--- config.mk ---
export PLATFORM = sky130hd
export DESIGN_NAME = serial_add_ctrl_flat
export DESIGN_NICKNAME = d
export VERILOG_FILES = /design/src/rtl/serial_add_pkg.sv /design/src/rtl/serial_add_ctrl_if.sv /design/src/rtl/full_adder_1b.sv /design/src/rtl/serial_add_ctrl.sv /design/src/flat_wrapper.sv
export SDC_FILE = /design/constraint.sdc
export NUM_CORES = 1
export LEC_CHECK = 0
export BUFFER_PORTS_ARGS = -buffer_cell sky130_fd_sc_hd__buf_2
export CORE_AREA = 5 5 58 86
export DETAILED_ROUTE_END_ITERATION = 6
export DIE_AREA = 0 0 63 91
export GPL_TIMING_DRIVEN = 0
export HOLD_SLACK_MARGIN = 0.15
export MAX_ROUTING_LAYER = met4
export PLACE_DENSITY = 0.6
export SYNTH_ARGS = -nofsm -noshare
export SYNTH_HDL_FRONTEND = slang
export SYNTH_SLANG_ARGS = --single-unit
export TNS_END_PERCENT = 50
--- constraint.sdc ---
create_clock -name clk -period 1.5 [get_ports clk]
set_input_delay 0.3 -clock clk [delete_from_list [all_inputs] [get_ports clk]]
set_output_delay 0.3 -clock clk [all_outputs]
set_load 0.02 [all_outputs]
--- src/rtl/serial_add_pkg.sv ---
// -----------------------------------------------------------------------------
// serial_add_pkg
//   Shared types and helpers for the bit-serial adder sequencer.
//   - sa_state_t : sequencer FSM states (IDLE, RUN, DONE)
//   - sa_ovf     : signed-overflow rule from the carries around the MSB
// -----------------------------------------------------------------------------
package serial_add_pkg;

    typedef enum logic [1:0] {
        IDLE = 2'd0,
        RUN  = 2'd1,
        DONE = 2'd2
    } sa_state_t;

    // Two's-complement overflow: the carry into the MSB differs from the
    // carry out of it.
    function automatic logic sa_ovf(input logic carry_into_msb,
                                    input logic carry_out_msb);
        return carry_into_msb ^ carry_out_msb;
    endfunction

endpackage

--- src/rtl/serial_add_ctrl_if.sv ---
// -----------------------------------------------------------------------------
// serial_add_ctrl_if
//   Bundles the operand handshake (in_valid/in_ready, a, b, cin) and the result
//   handshake (out_valid/out_ready, sum, cout, ovf) plus the busy status.
//   master : producer of operands / consumer of results (testbench side)
//   slave  : the sequencer itself
// -----------------------------------------------------------------------------
interface serial_add_ctrl_if #(
    parameter int WIDTH = 8
);
    logic             in_valid;
    logic             in_ready;
    logic [WIDTH-1:0] a;
    logic [WIDTH-1:0] b;
    logic             cin;
    logic             out_valid;
    logic             out_ready;
    logic [WIDTH-1:0] sum;
    logic             cout;
    logic             ovf;
    logic             busy;

    modport master (
        output in_valid, a, b, cin, out_ready,
        input  in_ready, out_valid, sum, cout, ovf, busy
    );

    modport slave (
        input  in_valid, a, b, cin, out_ready,
        output in_ready, out_valid, sum, cout, ovf, busy
    );
endinterface

--- src/rtl/full_adder_1b.sv ---
// -----------------------------------------------------------------------------
// full_adder_1b
//   Single combinational 1-bit full adder cell shared by every bit position.
//   i_a, i_b, i_cin : addend bits and carry in
//   o_sum, o_carry  : sum bit and carry out
// -----------------------------------------------------------------------------
module full_adder_1b (
    input  logic i_a,
    input  logic i_b,
    input  logic i_cin,
    output logic o_sum,
    output logic o_carry
);
    assign o_sum   = i_a ^ i_b ^ i_cin;
    assign o_carry = (i_a & i_b) | (i_cin & (i_a ^ i_b));
endmodule

--- src/rtl/serial_add_ctrl.sv ---
// -----------------------------------------------------------------------------
// serial_add_ctrl
//   Bit-serial adder sequencer. Captures a/b/cin on an accepted operand
//   handshake, then feeds one full-adder cell LSB-first, one bit per clock,
//   for WIDTH cycles. The result (sum, cout, signed ovf) is then presented on
//   the result handshake and held until the consumer takes it.
//   clk  : clock, rising edge
//   rst  : asynchronous active-high reset, clears all state
//   bus  : slave side of serial_add_ctrl_if (handshakes, operands, result, busy)
// -----------------------------------------------------------------------------
module serial_add_ctrl
    import serial_add_pkg::*;
#(
    parameter int WIDTH = 8
) (
    input  logic                clk,
    input  logic                rst,
    serial_add_ctrl_if.slave    bus
);
    localparam int                CNT_W = $clog2(WIDTH + 1);
    localparam logic [CNT_W-1:0]  LAST  = CNT_W'(WIDTH - 1);

    sa_state_t          r_state;
    sa_state_t          w_next;
    logic [CNT_W-1:0]   r_cnt;
    logic [WIDTH-1:0]   r_a_sh;
    logic [WIDTH-1:0]   r_b_sh;
    logic [WIDTH-1:0]   r_sum;
    logic               r_carry;
    logic               r_cout;
    logic               r_ovf;

    logic               w_fa_sum;
    logic               w_fa_carry;
    logic               w_accept;
    logic               w_last;
    logic [WIDTH:0]     w_sum_shift;

    full_adder_1b u_fa (
        .i_a     (r_a_sh[0]),
        .i_b     (r_b_sh[0]),
        .i_cin   (r_carry),
        .o_sum   (w_fa_sum),
        .o_carry (w_fa_carry)
    );

    assign w_accept    = bus.in_valid && (r_state == IDLE);
    assign w_last      = (r_state == RUN) && (r_cnt == LAST);
    // New sum bit enters at the MSB; after WIDTH shifts bit 0 sits at the LSB.
    // Written as a concatenate-and-drop so WIDTH=1 needs no special case.
    assign w_sum_shift = {w_fa_sum, r_sum};

    // FSM state register
    always_ff @(posedge clk or posedge rst) begin
        if (rst) begin
            r_state <= IDLE;
        end else begin
            r_state <= w_next;
        end
    end

    always_comb begin
        w_next = r_state;
        case (r_state)
            IDLE:    if (bus.in_valid) w_next = RUN;
            RUN:     if (r_cnt == LAST) w_next = DONE;
            DONE:    if (bus.out_ready) w_next = IDLE;
            default: w_next = IDLE;
        endcase
    end

    // Serial datapath: operand capture, one bit per RUN cycle, result latch
    always_ff @(posedge clk or posedge rst) begin
        if (rst) begin
            r_cnt   <= '0;
            r_a_sh  <= '0;
            r_b_sh  <= '0;
            r_sum   <= '0;
            r_carry <= 1'b0;
            r_cout  <= 1'b0;
            r_ovf   <= 1'b0;
        end else if (w_accept) begin
            r_a_sh  <= bus.a;
            r_b_sh  <= bus.b;
            r_carry <= bus.cin;
            r_cnt   <= '0;
        end else if (r_state == RUN) begin
            r_sum   <= w_sum_shift[WIDTH:1];
            r_a_sh  <= r_a_sh >> 1;
            r_b_sh  <= r_b_sh >> 1;
            r_carry <= w_fa_carry;
            // Counter ends at WIDTH, which CNT_W bits can hold, so it never wraps.
            r_cnt   <= r_cnt + CNT_W'(1);
            if (w_last) begin
                r_cout <= w_fa_carry;
                r_ovf  <= sa_ovf(r_carry, w_fa_carry);
            end
        end
    end

    assign bus.in_ready  = (r_state == IDLE);
    assign bus.out_valid = (r_state == DONE);
    assign bus.busy      = (r_state == RUN);
    assign bus.sum       = r_sum;
    assign bus.cout      = r_cout;
    assign bus.ovf       = r_ovf;

endmodule
--- src/flat_wrapper.sv ---
// flat-port wrapper written by rule: the top's interface ports become plain ports
module serial_add_ctrl_flat import serial_add_pkg::*;
#(
    parameter int WIDTH = 8
)
  (clk, rst, bus_in_valid, bus_a, bus_b, bus_cin, bus_out_ready, bus_in_ready, bus_out_valid, bus_sum, bus_cout, bus_ovf, bus_busy);
  serial_add_ctrl_if #(.WIDTH(WIDTH)) bus_i ();
  input  logic clk;
  input  logic rst;
  input wire logic [$bits(bus_i.in_valid)-1:0] bus_in_valid;
  input wire logic [$bits(bus_i.a)-1:0] bus_a;
  input wire logic [$bits(bus_i.b)-1:0] bus_b;
  input wire logic [$bits(bus_i.cin)-1:0] bus_cin;
  input wire logic [$bits(bus_i.out_ready)-1:0] bus_out_ready;
  output wire logic [$bits(bus_i.in_ready)-1:0] bus_in_ready;
  output wire logic [$bits(bus_i.out_valid)-1:0] bus_out_valid;
  output wire logic [$bits(bus_i.sum)-1:0] bus_sum;
  output wire logic [$bits(bus_i.cout)-1:0] bus_cout;
  output wire logic [$bits(bus_i.ovf)-1:0] bus_ovf;
  output wire logic [$bits(bus_i.busy)-1:0] bus_busy;
  assign bus_i.in_valid = bus_in_valid;
  assign bus_i.a = bus_a;
  assign bus_i.b = bus_b;
  assign bus_i.cin = bus_cin;
  assign bus_i.out_ready = bus_out_ready;
  assign bus_in_ready = bus_i.in_ready;
  assign bus_out_valid = bus_i.out_valid;
  assign bus_sum = bus_i.sum;
  assign bus_cout = bus_i.cout;
  assign bus_ovf = bus_i.ovf;
  assign bus_busy = bus_i.busy;
  serial_add_ctrl #(.WIDTH(WIDTH)) u_core (.clk(clk), .rst(rst), .bus(bus_i));
endmodule
======== Word level (Yosys, flattened, before mapping) ========
Cells that the tools add are included.
storage, ports and cells
  register bits ........................... 33
  input bits .............................. 21
  output and inout port bits .............. 13
  word-level logic and storage cells ...... 41
cells by class
  $add $sub $neg .......................... 1
  equality and inequality tests ........... 6
  muxes and demuxes ....................... 12
  bitwise logic cells ..................... 7
  reduce and logical (&&, ||, !) cells .... 7
operator list
  operator                                                                number
  8-bit 2-to-1 mux                                                        4
  4-bit 2-to-1 mux                                                        2
  2-bit 2-to-1 mux                                                        3
  2-bit one-hot mux with 3 select lines                                   1
  3-bit AND reduction                                                     2
  4-bit by 1-bit adder with 4-bit output (second input constant)          1
  4-bit by 3-bit equality test with 1-bit output (second input constant)  1
  2-bit != test (second input constant)                                   2
  1-bit XOR                                                               3
  1-bit AND                                                               2
  2-bit by 1-bit equality test with 1-bit output (second input constant)  1
  2-bit equality test (second input constant)                             1
  1-bit logical AND                                                       2
  2-bit logical NOT                                                       1
  1-bit 2-to-1 mux                                                        2
  2-bit by 1-bit != test with 1-bit output (second input constant)        1
  2-bit AND reduction                                                     1
  2-bit nonzero test                                                      1
  1-bit inverter                                                          1
  1-bit bitwise OR                                                        1

======== Logic depth before layout (Yosys ltp) ========
Gate-level depths: netlist (run 1).
  depth after elaboration ................. 5
  mapped depth ............................ 6
  gate-level depth less buffers ........... 4

======== Hierarchy ========
From an unflattened synthesis (run 1), not the netlist that was laid out.
unflattened totals
  cells, all modules ...................... 145
  area total of the unflattened synthesis .. 1421.4 um^2
modules (own cells, without submodules)
  module           times used  cells an instance  area each (um^2)  seq. area each (um^2)
  serial_add_ctrl  1           144                1401.3            825.8
  full_adder_1b    1           1                  20.0              0.0

======== Worst setup path before layout (run 1) ========
No wires, ideal clock.
  path kind ............................... reg-to-reg
  start ................................... reg u_core.r_state[1]
  end ..................................... reg u_core.r_cout (netlist: u_core.bus.cout)
  library setup time ...................... 125 ps
  arrival time ............................ 1226 ps
  path slack .............................. 149 ps
  cell stages (with the launch flop) ...... 6
  path buffers ............................ 1
  period minus slack after synthesis ...... 1351 ps
  cell sequence ........................... dfrtp_1 nand2b_1 buf_4 inv_2 and2_4 mux2_4
between the ends
  longest elaborated chain between the ends .. 4
RTL lines
  item                                      RTL line               RTL
  from (decl)                               serial_add_ctrl.sv:23  sa_state_t r_state;
  from (signal assigned)                    serial_add_ctrl.sv:58  r_state <= w_next;
  2-bit logical NOT                         serial_add_ctrl.sv:47  assign w_accept = bus.in_valid && (r_state == IDLE);
  1-bit logical AND                         serial_add_ctrl.sv:47
  1-bit inverter (no source line)           n/a
  3-bit AND reduction (no source line) (*)  n/a
  to (signal assigned)                      serial_add_ctrl.sv:95  r_cout <= w_fa_carry;
  to (decl)                                 serial_add_ctrl.sv:30  logic r_cout;
Every way passes the cells marked *; elsewhere a longest branch is shown, timed or not.
A chain may end at the register's enable or synchronous reset.

======== Worst setup path after layout (run 1) ========
  start ................................... reg u_core.r_state[0]
  end ..................................... out bus_out_valid
between the ends
  longest elaborated chain between the ends .. 1
RTL lines
  item                 RTL line                RTL
  2-bit equality test  serial_add_ctrl.sv:102  assign bus.out_valid = (r_state == DONE);
  to (decl)            flat_wrapper.sv:16      output wire logic [$bits(bus_i.out_valid)-1:0] bus_out_valid;
No other way between the ends.

==> flow_metrics.tcl, run 1 <==
set metrics [dict create \
    post-route-drc-count 0 \
    vias 1133 \
    p_sw_mw 1.48 \
    fin_skew_ps 2.39 \
    post-route-period-util 0.947 \
    critPathMaxFanout 4 \
    max_cap_violations 0 \
    finalCriticalPeriod_ps 1420 \
    die_h_microns 91 \
    synth_seq_area_share 0.583 \
    antenna_found_initial 0 \
    cts.sinks 33 \
    hold_end "u_core.r_a_sh[7]$_DFFE_PP0P_" \
    syn_to_final_growth_pct 30.2 \
    dp_cells 224 \
    cts_buffers 5 \
    routed_wl_mm 3.09 \
    grt_pass1_vias 1167 \
    switching_share 0.389 \
    grt_start_max_net_pins 34 \
    worst-slew-pin-transition_ps 379 \
    clkPwrFrac 0.173 \
    track_usage 0.122 \
    io_pins 34 \
    multi_input_area_sq_um 566 \
    portBuffers 33 \
    die_width_microns 63 \
    synthDistinctLibCells 27 \
    fin_area_sq_um 1840 \
    first_pass_iters 4 \
    slew_headroom 0.746 \
    setup_viol 0 \
    path_class "reg -> out" \
    cts_tree "built" \
    routed_via_density 4.78 \
    finalNonFillerCells 237 \
    overflow 0 \
    coreArea_sq_um 4170 \
    ff_latch_area_sq_um 827 \
    min_delay_path_depth 3 \
    fillers 419 \
    netlist_area_sq_um 1420 \
    synth_seq_cells 33 \
    cts_max_level 2 \
    synth_fp_nets 168 \
    arrival_ps 1120 \
    powerDensity_nw_per_um2 2070 \
    leakage_nw 0.977 \
    final_net_count 214 \
    yosys_warnings 0 \
    diodes 0 \
    tns_ps 0 \
    grt_pass1_wl_mm 5.43 \
    worstPathRequired_ps 1200 \
    pwr-share-comb 0.430 \
    hold_viol_final 0 \
    place.gp.congestion 0.714 \
    layout_commonest_cell "nand2_1" \
    drv_slew 0 \
    rr_endpoint "u_core.bus.cout$_DFFE_PP0P_" \
    final_cell_mix "nand2_1 (62), buf_2 (33), dfrtp_1 (32)" \
    rows 29 \
    total_power_mw 3.81 \
    peakVddDrop_mv 1.21 \
    reg2reg_depth 4 \
    sequentialPowerShare 0.397 \
    hold_class "in -> reg" \
    clk_latency_ps 280 \
    rsz0062_at_grt "false" \
    max_freq_ghz 0.704 \
    synthCells 145 \
    start_kind "flop" \
    clk_pin_slew_ps 60 \
    timing.rr.start "u_core.r_cnt[0]$_DFFE_PP0P_" \
    hp-start "bus_a[7]" \
    status "finished clean" \
    dpl.hpwl_mm 2.15 \
    crit_path_end_kind "output port" \
    place_area_sq_um 1640 \
    rrSetupSlack_ps 80 \
    cts_root_buf "clkbuf_8" \
    ant_nets 0 \
    start_util 0.339 \
    initialDrtViolationCount 33 \
    avgSynthCellArea_sq_um 9.77 \
    wl_per_cell_microns 13.0 \
    dieArea_sq_um 5730 \
    p_int_mw 2.33 \
    drive_gt1_frac 0.314 \
    clk_path_buf_depth 2 \
]
sequential cells by signal, summed over array words and instances, names as in the netlist:
register / count
u_core.r_a_sh: 8
u_core.r_cnt: 4
u_core.r_carry: 1
u_core.r_b_sh: 8
u_core.r_state: 2
u_core.bus.sum: 8
u_core.bus.ovf: 1
u_core.bus.cout: 1
area by class of cell:
cell class / count / share of cell area
buffer: 6 / 0.0210
clock buffer: 7 / 0.0468
inverter: 3 / 0.00882
timing repair buffer: 40 / 0.137
multi-input combinational: 102 / 0.307
sequential: 33 / 0.448
tap: 46 / 0.0312
critical path: stages, from the launching register on:
cell and delay, ps:
dfrtp_2 440, buf_4 160, nor2b_4 120, buf_6 120
metrics by stage:
step                      hold slack, ps  setup WS [ps]   util
after floorplan                      417            149      -
after global placement               459           -140  0.393
after detailed placement             465           -135  0.393
after CTS                            211          -23.2  0.427
after global routing                 232           24.7  0.442
final                                218           79.9  0.442
worst max-delay path by stage:
stage	from	endpoint	slack (ps)	cells after the start
after CTS	u_core.r_state[1]$_DFFE_PP0P_	bus_busy	-20	5
after detailed placement	u_core.r_state[1]$_DFFE_PP0P_	bus_busy	-140	5
after global routing	u_core.r_cnt[0]$_DFFE_PP0P_	u_core.bus.cout$_DFFE_PP0P_	20	4
final	u_core.r_state[0]$_DFFE_PP0P_	bus_out_valid	80	3
after floorplan	u_core.r_state[1]$_DFFE_PP0P_	u_core.bus.cout$_DFFE_PP0P_	150	5
after global placement	u_core.r_state[1]$_DFFE_PP0P_	bus_busy	-140	5
synthesized netlist by cell type:
cell	n	area (sq um)
dfrtp_1	33	826
o22ai_1	1	6.26
xor2_1	1	8.76
and3b_1	1	8.76
o21bai_2	1	11.3
nand3_1	1	5.00
mux2_4	1	15.0
fa_1	1	20.0
o21bai_1	1	7.51
ha_1	1	12.5
nor2b_1	1	6.26
xnor2_1	1	8.76
a22oi_1	15	113
clkbuf_1	2	7.51
o21ba_2	1	10.0
buf_4	1	7.51
nand2_1	62	233
a21oi_1	3	15.0
o21ai_0	5	25.0
buf_2	4	20.0
inv_1	2	7.51
inv_2	1	3.75
nand2b_1	1	6.26
nor2_1	1	3.75
a21o_1	1	7.51
and2_4	1	8.76
nor3b_2	1	12.5
cells by family (layout without fill, tap and decap cells):
group / after synthesis / after routing / synth area share
AOI/OAI and AO/OA: 28 / 28 / 0.138
muxes: 1 / 1 / 0.0106
and+or+nand+nor: 69 / 69 / 0.201
adders and majority gates: 2 / 2 / 0.0230
buffers and inverters: 10 / 56 / 0.0327
DFF: 33 / 33 / 0.583
xor gates and xnor gates: 2 / 2 / 0.0124
layer usage:
layer,up-vias,routed length [microns],track usage,share of wire
met1,526,1420,0.157,0.46
met5,-,0,-,0
met4,0,25,0.0478,0.0081
met3,4,182,0.0420,0.059
li1,568,-,-,-
met2,35,1460,0.176,0.47
power groups by stage:
stage	Combinational [mW]	Clock, mW	Sequential (mW)
4_1_cts	1.63	0.688	1.51
3_3_place_gp	1.44	0	1.53
3_5_place_dp	1.46	0	1.53
5_1_grt	1.86	0.736	1.57
6_report	1.64	0.659	1.51
2_1_floorplan	0.928	0	1.62
repair_timing:
item                                    4_1_cts  5_1_grt
gates resized for setup                       7       11
cloned                                        0        0
hold endpoints to repair                      0        8
pin swaps                                     0        0
setup buffers                                 5        0
hold buffers                                  0        1
endpoints found under the setup margin        1       13
Note: power is estimated with default switching activity, not from simulation.
==> run 2, diff against run 1 <==
clock period = 1.8 ns   (was 1.5 ns; I/O delays follow)
==> run 2 against run 1 <==
Net effect: critical path type unchanged; count of clock-buffer cells in the layout stayed put; hold slack better by 62 ps; global-route usage is 0.45 points lower; critical endpoint is now bus_busy; non-clock buffer count decreased by 5; cell count down 2.1%; cell area is 4.4% lower.
==> flow_metrics.tcl, run 2 (synthesized netlist as in run 1, its figures left out) <==
set metrics [dict create \
    wl_per_cell_microns 12.9 \
    cts_tree "built" \
    routed_wl_mm 2.99 \
    p_int_mw 1.83 \
    start_util 0.339 \
    die_h_microns 91 \
    cts_max_level 2 \
    vias 1108 \
    clkPwrFrac 0.183 \
    powerDensity_nw_per_um2 1710 \
    routed_via_density 4.78 \
    portBuffers 33 \
    ant_nets 0 \
    pwr-share-comb 0.398 \
    grt_start_max_net_pins 34 \
    leakage_nw 0.940 \
    cts_root_buf "clkbuf_8" \
    track_usage 0.118 \
    max_cap_violations 0 \
    switching_share 0.394 \
    postCtsSetupBuffers 0 \
    hold_viol_final 0 \
    peakVddDrop_mv 0.888 \
    cts.sinks 33 \
    coreArea_sq_um 4170 \
    worstPathRequired_ps 1440 \
    place_area_sq_um 1640 \
    crit_buf_inv 3 \
    rows 29 \
    grt_pass1_wl_mm 5.24 \
    hold_class "in -> reg" \
    path_class "reg -> out" \
    drive_gt1_frac 0.269 \
    overflow 0 \
    clk_latency_ps 280 \
    place.gp.congestion 0.714 \
    finalCriticalPeriod_ps 1710 \
    dpl.hpwl_mm 2.15 \
    io_pins 34 \
    worst-slew-pin-transition_ps 435 \
    max_freq_ghz 0.585 \
    final_net_count 209 \
    critPathMaxFanout 19 \
    arrival_ps 1350 \
    slew_headroom 0.710 \
    syn_to_final_growth_pct 24.5 \
    finalNonFillerCells 232 \
    start_kind "flop" \
    post-route-drc-count 0 \
    p_sw_mw 1.19 \
    diodes 0 \
    place_ws_ps 105 \
    drv_slew 0 \
    status "finished clean" \
    grt_pass1_vias 1137 \
    final.setup.worst_slack_ps 90.7 \
    first_pass_iters 4 \
    clk_pin_slew_ps 60 \
    dp_cells 224 \
    rsz0062_at_grt "false" \
    final_cell_mix "nand2_1 (62), buf_2 (36), dfrtp_1 (33)" \
    antenna_found_initial 0 \
    fin_area_sq_um 1760 \
    initialDrtViolationCount 34 \
    worstPathCellList "nand2b_1 -> buf_4 -> inv_6 -> buf_2" \
    multi_input_area_sq_um 544 \
    cp_top_family "buffers and inverters" \
    layout_commonest_cell "nand2_1" \
    crit_path_end_kind "output port" \
    clk_path_buf_depth 2 \
    fillers 425 \
    ff_latch_area_sq_um 826 \
    setup_viol 0 \
    sequentialPowerShare 0.418 \
    dieArea_sq_um 5730 \
    tns_ps 0 \
    cts_buffers 5 \
    slowest_delay_ps 410 \
    timing.hold.ws_ps 280 \
    fin_skew_ps 2.96 \
    die_width_microns 63 \
    cp_slowest_cell "dfrtp_1" \
    post-route-period-util 0.950 \
]
-- run 2: cell count changes in the layout (fill, tap and decap cells not counted), sizes merged --
cell    before  now
buf         42   38
clkbuf      10    9
-- run 2: cell type report --
class	count	share of cell area
Timing Repair Buffer	35	0.115
Sequential cell	33	0.468
Tap cell	46	0.0326
Inverter	3	0.00923
Buffer	6	0.0170
Multi-Input combinational cell	102	0.309
Clock buffer	7	0.0490
-- run 2: routing by layer --
layer / vias up / share of wire / GRT usage
met5: - / 0 / -
met4: 0 / 0.015 / 0.0478
met3: 5 / 0.066 / 0.0420
met2: 34 / 0.46 / 0.169
met1: 510 / 0.46 / 0.150
li1: 559 / - / -
-- run 2: power by group through the flow --
stage	Clock, mW	Combinational (mW)	Sequential [mW]
after floorplan	0	0.773	1.35
after global placement	0	1.20	1.27
after detailed placement	0	1.22	1.28
after CTS	0.573	1.21	1.27
after global routing	0.613	1.39	1.31
final	0.551	1.20	1.26
-- run 2: worst paths after layout --
kind	from	to	slack, ps	depth (start not counted)
max	u_core.r_state[1]$_DFFE_PP0P_	bus_busy	90	4
min	bus_a[7]	u_core.r_a_sh[7]$_DFFE_PP0P_	280	3
max reg2reg	u_core.r_state[1]$_DFFE_PP0P_	u_core.bus.cout$_DFFE_PP0P_	330	5
min reg2reg	u_core.bus.sum[0]$_DFFE_PP0P_	u_core.bus.sum[0]$_DFFE_PP0P_	470	2
max in group asynchronous	rst	u_core.bus.ovf$_DFFE_PP0P_	830	4
min in group asynchronous	rst	u_core.r_a_sh[0]$_DFFE_PP0P_	560	3
-- run 2: stage by stage --
step	total power, mW	util
after global placement	2.48	0.393
after floorplan	2.12	-
after CTS	3.05	0.413
after global routing	3.31	0.422
after detailed placement	2.49	0.393
final	3.01	0.422
-- run 2: tightest hold or removal path, stage by stage --
cell	delay, ps
buf_2	70
nand2_1	30
o21ai_0	60
-- run 2: what timing repair did --
item	CTS	global route
hold buffers	0	1
resized for setup	1	1
endpoints found under the setup margin	1	1
hold endpoints to repair	0	8
pin swaps	0	0
